[config.mk]
export PLATFORM = sky130hd
export DESIGN_NAME = alu_multiword_top
export DESIGN_NICKNAME = d
export VERILOG_FILES = /design/src/rtl/alu_seq_pkg.sv /design/src/rtl/Modified_ALU_Nbit.sv /design/src/rtl/alu_multiword_top.sv /design/src/rtl/alu_multiword_seq.sv
export SDC_FILE = /design/constraint.sdc
export NUM_CORES = 1
export LEC_CHECK = 0
export ABC_CLOCK_PERIOD_IN_PS = 10300
export CORE_UTILIZATION = 50
export CTS_CLUSTER_DIAMETER = 150
export DETAILED_ROUTE_END_ITERATION = 8
export PLACE_DENSITY = 0.72
export SYNTH_ARGS = -nofsm -noshare
export SYNTH_HDL_FRONTEND = slang
export SYNTH_HIERARCHICAL = 1
export SYNTH_SLANG_ARGS = --single-unit
[constraint.sdc]
create_clock -name clk -period 10.3 [get_ports clk]
set_clock_uncertainty 0.15 [all_clocks]
set_input_delay 2.06 -clock clk [delete_from_list [all_inputs] [get_ports clk]]
set_output_delay 2.06 -clock clk [all_outputs]
set_load 0.02 [all_outputs]
[src/rtl/alu_seq_pkg.sv]
// Shared types and helpers for the multi-word ALU sequencer.
// State encoding, chain-mode op codes and the chain-mode predicate.
package alu_seq_pkg;

    typedef enum logic [1:0] {
        IDLE = 2'd0,
        RUN  = 2'd1,
        DONE = 2'd2
    } state_e;

    localparam logic [3:0] MODE_ADD = 4'b0000;
    localparam logic [3:0] MODE_SUB = 4'b0001;

    function automatic logic is_chain(input logic [3:0] m);
        return (m == MODE_ADD) || (m == MODE_SUB);
    endfunction

endpackage

[src/rtl/Modified_ALU_Nbit.sv]
// Combinational N-bit ALU with carry/borrow in and out.
// Modes 0000/0001 chain through CB; the rest operate on one word only.
module Modified_ALU_Nbit #(
    parameter int N = 4
) (
    input  logic [N-1:0] A,
    input  logic [N-1:0] B,
    input  logic [3:0]   Mode,
    input  logic         CB_in,
    output logic [N-1:0] Result,
    output logic         CB_out
);

    logic [N:0] sum;
    logic [N:0] dif;
    logic [N:0] add2;
    logic [N:0] sub2;

    always_comb begin
        sum  = {1'b0, A} + {1'b0, B} + {{N{1'b0}}, CB_in};
        dif  = {1'b0, A} - {1'b0, B} - {{N{1'b0}}, CB_in};
        add2 = {1'b0, A} + {1'b0, B};
        sub2 = {1'b0, A} - {1'b0, B};
        Result = '0;
        CB_out = 1'b0;
        case (Mode)
            4'b0000: {CB_out, Result} = sum;
            4'b0001: {CB_out, Result} = dif;
            4'b0010: Result = A & B;
            4'b0011: Result = A | B;
            4'b0100: Result = A ^ B;
            4'b0101: Result = ~(A & B);
            4'b0110: Result = ~(A | B);
            4'b0111: Result = ~(A ^ B);
            4'b1000: Result = ~A;
            4'b1001: Result = A;
            4'b1010: Result = B;
            4'b1011: {CB_out, Result} = add2;
            4'b1100: {CB_out, Result} = sub2;
            4'b1101: begin
                Result = {A[N-2:0], 1'b0};
                CB_out = A[N-1];
            end
            4'b1110: begin
                Result = {1'b0, A[N-1:1]};
                CB_out = A[0];
            end
            default: Result = ~B;
        endcase
    end

endmodule

[src/rtl/alu_multiword_top.sv]
// Pairs the multi-word sequencer with the team's N-bit ALU.
// Exposes only the wide-operand request/response side.
module alu_multiword_top #(
    parameter  int N     = 4,
    parameter  int WORDS = 4,
    localparam int W     = N * WORDS
) (
    input  logic         clk,
    input  logic         rst_n,
    input  logic         start,
    input  logic [3:0]   mode,
    input  logic [W-1:0] op_a,
    input  logic [W-1:0] op_b,
    input  logic         cb_init,
    output logic         busy,
    output logic         done,
    output logic [W-1:0] result,
    output logic         cb_final
);

    logic [N-1:0] alu_a;
    logic [N-1:0] alu_b;
    logic [3:0]   alu_mode;
    logic         alu_cb_in;
    logic [N-1:0] alu_result;
    logic         alu_cb_out;

    alu_multiword_seq #(
        .N     (N),
        .WORDS (WORDS)
    ) u_seq (
        .clk        (clk),
        .rst_n      (rst_n),
        .start      (start),
        .mode       (mode),
        .op_a       (op_a),
        .op_b       (op_b),
        .cb_init    (cb_init),
        .busy       (busy),
        .done       (done),
        .result     (result),
        .cb_final   (cb_final),
        .alu_a      (alu_a),
        .alu_b      (alu_b),
        .alu_mode   (alu_mode),
        .alu_cb_in  (alu_cb_in),
        .alu_result (alu_result),
        .alu_cb_out (alu_cb_out)
    );

    Modified_ALU_Nbit #(
        .N (N)
    ) u_alu (
        .A      (alu_a),
        .B      (alu_b),
        .Mode   (alu_mode),
        .CB_in  (alu_cb_in),
        .Result (alu_result),
        .CB_out (alu_cb_out)
    );

endmodule

[src/rtl/alu_multiword_seq.sv]
// Drives an external N-bit ALU one word per clock, LSW first,
// chaining carry/borrow across words for wide add and subtract.
module alu_multiword_seq
    import alu_seq_pkg::*;
#(
    parameter  int N     = 4,
    parameter  int WORDS = 4,
    localparam int W     = N * WORDS
) (
    input  logic         clk,
    input  logic         rst_n,
    input  logic         start,
    input  logic [3:0]   mode,
    input  logic [W-1:0] op_a,
    input  logic [W-1:0] op_b,
    input  logic         cb_init,
    output logic         busy,
    output logic         done,
    output logic [W-1:0] result,
    output logic         cb_final,
    output logic [N-1:0] alu_a,
    output logic [N-1:0] alu_b,
    output logic [3:0]   alu_mode,
    output logic         alu_cb_in,
    input  logic [N-1:0] alu_result,
    input  logic         alu_cb_out
);

    localparam int IW = $clog2(WORDS);
    localparam logic [IW-1:0] LAST = IW'(WORDS - 1);

    state_e         state_q, state_d;
    logic [IW-1:0]  idx_q, idx_d;
    logic [3:0]     mode_q, mode_d;
    logic [W-1:0]   a_q, a_d;
    logic [W-1:0]   b_q, b_d;
    logic [W-1:0]   res_q, res_d;
    logic           cb_q, cb_d;
    logic           cbf_q, cbf_d;
    logic           chain;

    assign chain = is_chain(mode_q);

    always_comb begin
        state_d = state_q;
        idx_d   = idx_q;
        mode_d  = mode_q;
        a_d     = a_q;
        b_d     = b_q;
        res_d   = res_q;
        cb_d    = cb_q;
        cbf_d   = cbf_q;
        case (state_q)
            IDLE: begin
                if (start) begin
                    state_d = RUN;
                    idx_d   = '0;
                    mode_d  = mode;
                    a_d     = op_a;
                    b_d     = op_b;
                    cb_d    = is_chain(mode) ? cb_init : 1'b0;
                end
            end
            RUN: begin
                res_d[idx_q*N +: N] = alu_result;
                // Select keeps an unknown CB_out out of the register.
                cb_d = chain ? alu_cb_out : 1'b0;
                if (idx_q == LAST) begin
                    state_d = DONE;
                    cbf_d   = cb_d;
                end else begin
                    idx_d = idx_q + 1'b1;
                end
            end
            DONE: begin
                state_d = IDLE;
            end
            default: begin
                state_d = IDLE;
            end
        endcase
    end

    always_ff @(posedge clk or negedge rst_n) begin
        if (!rst_n) begin
            state_q <= IDLE;
            idx_q   <= '0;
            mode_q  <= '0;
            a_q     <= '0;
            b_q     <= '0;
            res_q   <= '0;
            cb_q    <= 1'b0;
            cbf_q   <= 1'b0;
        end else begin
            state_q <= state_d;
            idx_q   <= idx_d;
            mode_q  <= mode_d;
            a_q     <= a_d;
            b_q     <= b_d;
            res_q   <= res_d;
            cb_q    <= cb_d;
            cbf_q   <= cbf_d;
        end
    end

    assign busy      = (state_q != IDLE);
    assign done      = (state_q == DONE);
    assign result    = res_q;
    assign cb_final  = cbf_q;
    assign alu_mode  = mode_q;
    assign alu_a     = (state_q == RUN) ? a_q[idx_q*N +: N] : '0;
    assign alu_b     = (state_q == RUN) ? b_q[idx_q*N +: N] : '0;
    assign alu_cb_in = (state_q == RUN) ? cb_q : 1'b0;

endmodule
; ---- After elaboration in Yosys (flattened, before gate mapping)
; Cells that the tools add are included.
[word_totals]
ff_bits = 58
in_bits = 40
out_inout_bits = 19
wordCells = 75
[op_classes]
add_sub_neg = 6
n_eq_ne = 21
shift = 4
n_mux = 16
bitwise = 8
n_reduce_logical = 12
[ops]
columns = cell, count
row1 = 4-bit one-hot mux with 15 select lines, 1
row2 = 4-bit negation with 34-bit output, 1
row3 = 4-bit by 34-bit variable shift with 16-bit output (first input constant), 1
row4 = 4-bit by 34-bit indexed part select with 16-bit output, 1
row5 = 16-bit by 5-bit indexed part select with 4-bit output, 2
row6 = 4-bit == test (second input constant), 7
row7 = 4-bit NOT, 5
row8 = 16-bit bitwise mux, 1
row9 = 4-bit by 3-bit == test with 1-bit output (second input constant), 4
row10 = 4-bit by 1-bit == test with 1-bit output (second input constant), 2
row11 = 4-bit by 2-bit == test with 1-bit output (second input constant), 2
row12 = 4-bit logical NOT, 2
row13 = 2-bit two-way mux, 4
row14 = 4-bit two-way mux, 2
row15 = 2-bit one-hot mux with 2 select lines, 2
row16 = 2-bit AND reduction, 4
row17 = 1-bit one-hot mux with 6 select lines, 1
row18 = 4-bit by 4-bit adder with 5-bit output, 1
row19 = 5-bit by 1-bit adder with 5-bit output, 1
row20 = 4-bit by 4-bit subtractor with 5-bit output, 1
row21 = 5-bit by 1-bit subtractor with 5-bit output, 1
row22 = 4-bit AND, 1
row23 = 2-bit == test (second input constant), 2
row24 = 1-bit two-way mux, 4
row25 = 11 further kinds, 14

; ---- Longest topological paths before layout
[depth]
depth_word = 7
ltp_mapped = 16
mapped_depth_nobuf = 15

; ---- Modules after synthesis
; The synthesis kept the hierarchy.
[by_module_without_submodules]
columns = mod, n_inst, cells_per_inst, area_per_inst_um2, seq_area_each_um2
row1 = alu_multiword_seq, 1, 186, 2628.8, 1451.4
row2 = Modified_ALU_Nbit, 1, 173, 1184.9, 0.0

; ---- Worst setup path before layout
; Ideal clock, no wire load.
[synth_path]
path_kind = register -> register
start = register u_seq.idx_q[0]
end = register u_seq.cbf_q (netlist: u_seq/cb_final)
setup_ns = 0.095
arrival_time_ns = 3.594
required_ns = 10.055
path_slack_ns = 6.461
stages_incl_launch_ff = 16
n_path_buf = 1
period_less_slack_ns = 3.839
path_cell_list = dfrtp_1 > buf_6 > mux4_2 > nor2b_1 > ha_1 > inv_1 > fa_1 > inv_1 > ha_1 > nand2_1 > nor3_1 > xnor2_1 > nand2_1 > o211ai_1 > or4b_2 > o31ai_1
[synth_between]
elab_chain_len = 6
word_cells_on_any_way = 12
classes_between = 4 x add/sub / 1 x eq/ne / 2 x shift / 4 x mux / 1 x reduce/logical
[synth_rtl]
columns = item, line
row1 = "start, declared", alu_multiword_seq.sv:33  ; logic [IW-1:0] idx_q, idx_d;
row2 = "start signal, assigned", alu_multiword_seq.sv:96  ; idx_q <= idx_d;
row3 = 16-bit by 5-bit indexed part select with 4-bit output (*), alu_multiword_seq.sv:112  ; assign alu_b = (state_q == RUN) ? b_q[idx_q*N +: N] : '0;
row4 = 4-bit two-way mux (*), alu_multiword_seq.sv:112
row5 = net alu_b[0], alu_multiword_top.sv:22  ; logic [N-1:0] alu_b;
row6 = 4-bit by 4-bit subtractor with 5-bit output or 4-bit by 4-bit adder with 5-bit output (tied branches), --
row7 = 5-bit by 1-bit subtractor with 5-bit output or 5-bit by 1-bit adder with 5-bit output (tied branches), "Modified_ALU_Nbit.sv:21, Modified_ALU_Nbit.sv:20"
row8 = 1-bit one-hot mux with 6 select lines (*), Modified_ALU_Nbit.sv:26  ; case (Mode)
row9 = net alu_cb_out, alu_multiword_top.sv:26  ; logic alu_cb_out;
row10 = 1-bit two-way mux (*), alu_multiword_seq.sv:67  ; cb_d = chain ? alu_cb_out : 1'b0;
row11 = "end signal, assigned", alu_multiword_seq.sv:93  ; cbf_q <= 1'b0;
row12 = "end signal, assigned", alu_multiword_seq.sv:102  ; cbf_q <= cbf_d;
row13 = "end, declared", alu_multiword_seq.sv:39  ; logic cbf_q, cbf_d;
; Mark *: on every way through the listed nets, which the timed path passes. The rest lies on a longest branch.
; A chain may end at the register's enable or synchronous reset.

; ---- Final worst setup path
[layout_path]
start = register u_seq.idx_q[0]
end = register u_seq.res_q[5] (netlist: u_seq/result[5])
[layout_between]
elab_chain_len = 7
word_cells_on_any_way = 21
classes_between = 5 x add/sub / 4 x shift / 4 x mux / 8 x bitwise
[layout_rtl]
columns = item, line
row1 = 16-bit by 5-bit indexed part select with 4-bit output (*), alu_multiword_seq.sv:111  ; assign alu_a = (state_q == RUN) ? a_q[idx_q*N +: N] : '0;
row2 = 4-bit two-way mux (*), alu_multiword_seq.sv:111
row3 = net alu_a[0], alu_multiword_top.sv:21  ; logic [N-1:0] alu_a;
row4 = 4-bit by 4-bit subtractor with 5-bit output or 4-bit by 4-bit adder with 5-bit output (tied branches), --
row5 = 5-bit by 1-bit subtractor with 5-bit output or 5-bit by 1-bit adder with 5-bit output (tied branches), "Modified_ALU_Nbit.sv:21, Modified_ALU_Nbit.sv:20"
row6 = 4-bit one-hot mux with 15 select lines (*), Modified_ALU_Nbit.sv:26
row7 = net alu_result[1], alu_multiword_top.sv:25  ; logic [N-1:0] alu_result;
row8 = 4-bit by 34-bit indexed part select with 16-bit output (*), alu_multiword_seq.sv:65  ; res_d[idx_q*N +: N] = alu_result;
row9 = 16-bit bitwise mux (*), alu_multiword_seq.sv:65
row10 = "end signal, assigned", alu_multiword_seq.sv:100  ; res_q <= res_d;
row11 = "end, declared", alu_multiword_seq.sv:37  ; logic [W-1:0] res_q, res_d;
; Marks and branches as above.

==> flow_summary.ini <==
[run_status]
status = complete, no violations

[die]
die_w_um = 89.3
rows = 31
design.die.area_um2 = 7980
coreArea_um2 = 7330
fp.dieH_um = 89.3
io_pins = 59
start_util_pct = 52.0

[synthesis]
synth_edf_count = 0
synth-xor-area-share_pct = 2.26
yosysUniqueCellTypes = 62
synth_warnings = 6
synthAdderAreaFrac_pct = 8.27
muxShareOfSynthArea_pct = 17.6
yosysTopAreaCell = dfrtp_1
synth.ff_latch_count = 58
synthArstFlopShare_pct = 100
synth_top_family_by_area = multiplexers
synth_compound_area_share_pct = 13.2
synthTopCellsByArea = dfrtp_1, mux2_2, ha_1
yosysTopAreaCellShare_pct = 38.1
synth.net_count = 423
yosysSeqAreaShare_pct = 38.1
synthSimpleGateAreaFrac_pct = 15.5
mappedNetlistArea_um2 = 3810
synth_cells = 359
ys.flop_type = dfrtp_1
avgSynthCellArea_um2 = 10.6

[cells_and_area]
fillers = 593
drive_gt1_share_pct = 16.7
nets = 477
antenna_cells = 0
final_cell_area_um2 = 4620
syn_to_final_growth_pct = 21.2

[setup_path]
critPathMaxFanout = 16
slowest_stage = dfrtp_1
start_kind = flop
cp_cell_sequence = mux4_1, nor2b_1, inv_1, ha_1, inv_1, fa_1, inv_1, ha_1, nor3_1, a31oi_1, nor3b_1, a2111oi_0, a32oi_1, nand2_1, o21ai_0
cpMostUsedCell = inv_1
criticalPathCategory = reg -> reg
critical_path_required_ps = 10410
slowest_delay_ps = 880
cp-end-kind = flop
cp_data_arrival_time_ps = 4650

[detailed_routing]
firstDrtPassIters = 6
wire_per_inst_um = 16.7
route.detailed.drc = 0
drt_iter0_drc = 149
viasPerCell = 5.73
route.vias.total = 2964
ant_nets = 0
postRouteWirelength_um = 8650

[placed_design]
place_area_um2 = 4440
routabilityCongestion = 0.906
portBuffers = 58
dp_hpwl_um = 6320

[cts]
clockBufferDepth = 2
cts-resized-gates = 0
cts-root-buf = clkbuf_8
postCtsHoldBufs = 0
cts_tree = done
numCtsBuffers = 9
clk_latency_ps = 340
cts_sinks = 58
clkTransAtPathRegs_ps = 70
htree_levels = 3
post_cts_buffers = 0

[global_routing]
grt_pass1_wl_um = 14200
track_usage_pct = 23.9
antenna_found_initial = 0
gr-total-overflow = 0
grt_max_degree = 59
first_global_vias = 2910

[sta]
worst-slew-pin-transition_ps = 819
fmax_mhz = 220
rsz0062_at_grt = false
relSlewSlack_pct = 45.4
setup_tns_ps = 0
finalCritPeriodShare_pct = 44.1
hold_viol_final = 0
setup_violations = 0
fin_crit_ps = 4540
slew_violations = 0

[job]
maxCapViolCount = 0

[min_path]
min_path_type = reg -> reg
## synth_stat cells, types with 5 or more instances
master,count
nor3_1,10
buf_2,9
mux2_1,8
xnor2_1,5
o21ai_0,14
inv_1,21
nor2b_1,12
mux2i_1,7
nand2_1,32
ha_1,22
nand3b_1,7
a22o_1,8
dfrtp_1,58
a21oi_1,17
mux4_2,7
mux2_2,29
nor2_1,15
## worst paths after layout
check	from	end	slack [ps]	cells past startpoint
worst min register to register	u_seq/result[9]	u_seq/result[9]	330	2
worst max register to register	u_seq/idx_q[0]	u_seq/result[5]	5760	15
max in group asynchronous	rst_n	u_seq/a_q[12]	7790	2
min in group asynchronous	rst_n	u_seq/result[8]	1690	2
worst max-delay path	u_seq/idx_q[0]	u_seq/result[5]	5760	15
worst min-delay path	u_seq/result[9]	u_seq/result[9]	330	2
## cell families (layout without fill, tap and decap cells)
logic type	count (synthesis)	count (layout)
muxes	52	52
DFF	58	58
AOI/OAI and AO/OA	73	73
and+or+nand+nor	102	102
xor gates and xnor gates	9	9
adders and majority gates	24	24
buffers and inverters	41	100
## metal layers
| layer | vias up | global-route usage (%) | routed length [um] | part of all wire, % |
|---|---|---|---|---|
| met1 | 1444 | 33.2 | 3980 | 46 |
| met2 | 99 | 36.2 | 4010 | 46 |
| met5 | - | 0 | 0 | 0 |
| met3 | 14 | 5.91 | 480 | 5.5 |
| met4 | 0 | 9.38 | 176 | 2.0 |
| li1 | 1407 | - | - | - |
## cell type report
class,count,area (um^2),share of cell area (%)
tap,99,124,2.68
clock inverter,5,55.1,1.19
sequential,58,1450,31.4
timing repair buffer,62,606,13.1
multi-input combinational,260,2170,47.0
clock buffer,11,131,2.84
inverter,22,82.6,1.79
## critical path: cells and delay by family, from the launching register on
kind	cells	cell delay, ps
mux	1	640
compound gates	4	870
buf+inv	3	260
fa+ha+maj	3	980
simple gates	4	670
flops	1	880
## flip-flops by register name (all words and copies together) (netlist names)
name / cells
u_seq/result: 16
u_seq/a_q: 16
u_seq/cb_final: 1
u_seq/alu_mode: 4
u_seq/idx_q: 2
u_seq/b_q: 16
u_seq/cb_q: 1
u_seq/state_q: 2
## cell usage in the layout (no fill, tap or decap), drive strengths merged, types with 12 or more instances in the layout
cell type	Yosys	routed
dfrtp	58	58
clkdlybuf4s50	0	57
mux2	37	37
nand2	32	32
ha	22	22
inv	22	22
a21oi	19	19
nor2	16	16
o21ai	14	14
nor2b	12	12
## metrics by stage
| step | utilization, % | setup slack [ps] | std cells | hold WS [ps] |
|---|---|---|---|---|
| 3_3_place_gp | 60.5 | 5850 | 501 | 315 |
| 6_report | 63.1 | 5760 | 517 | 328 |
| 3_5_place_dp | 60.5 | 5750 | 501 | 322 |
| 4_1_cts | 63.1 | 5760 | 517 | 338 |
| 2_1_floorplan | - | 6460 | 359 | 299 |
| 5_1_grt | 63.1 | 5360 | 517 | 360 |
Power is left out: the tool's default activity adds up to more than one toggle a clock period on the data nets, which glitch-free logic cannot reach.
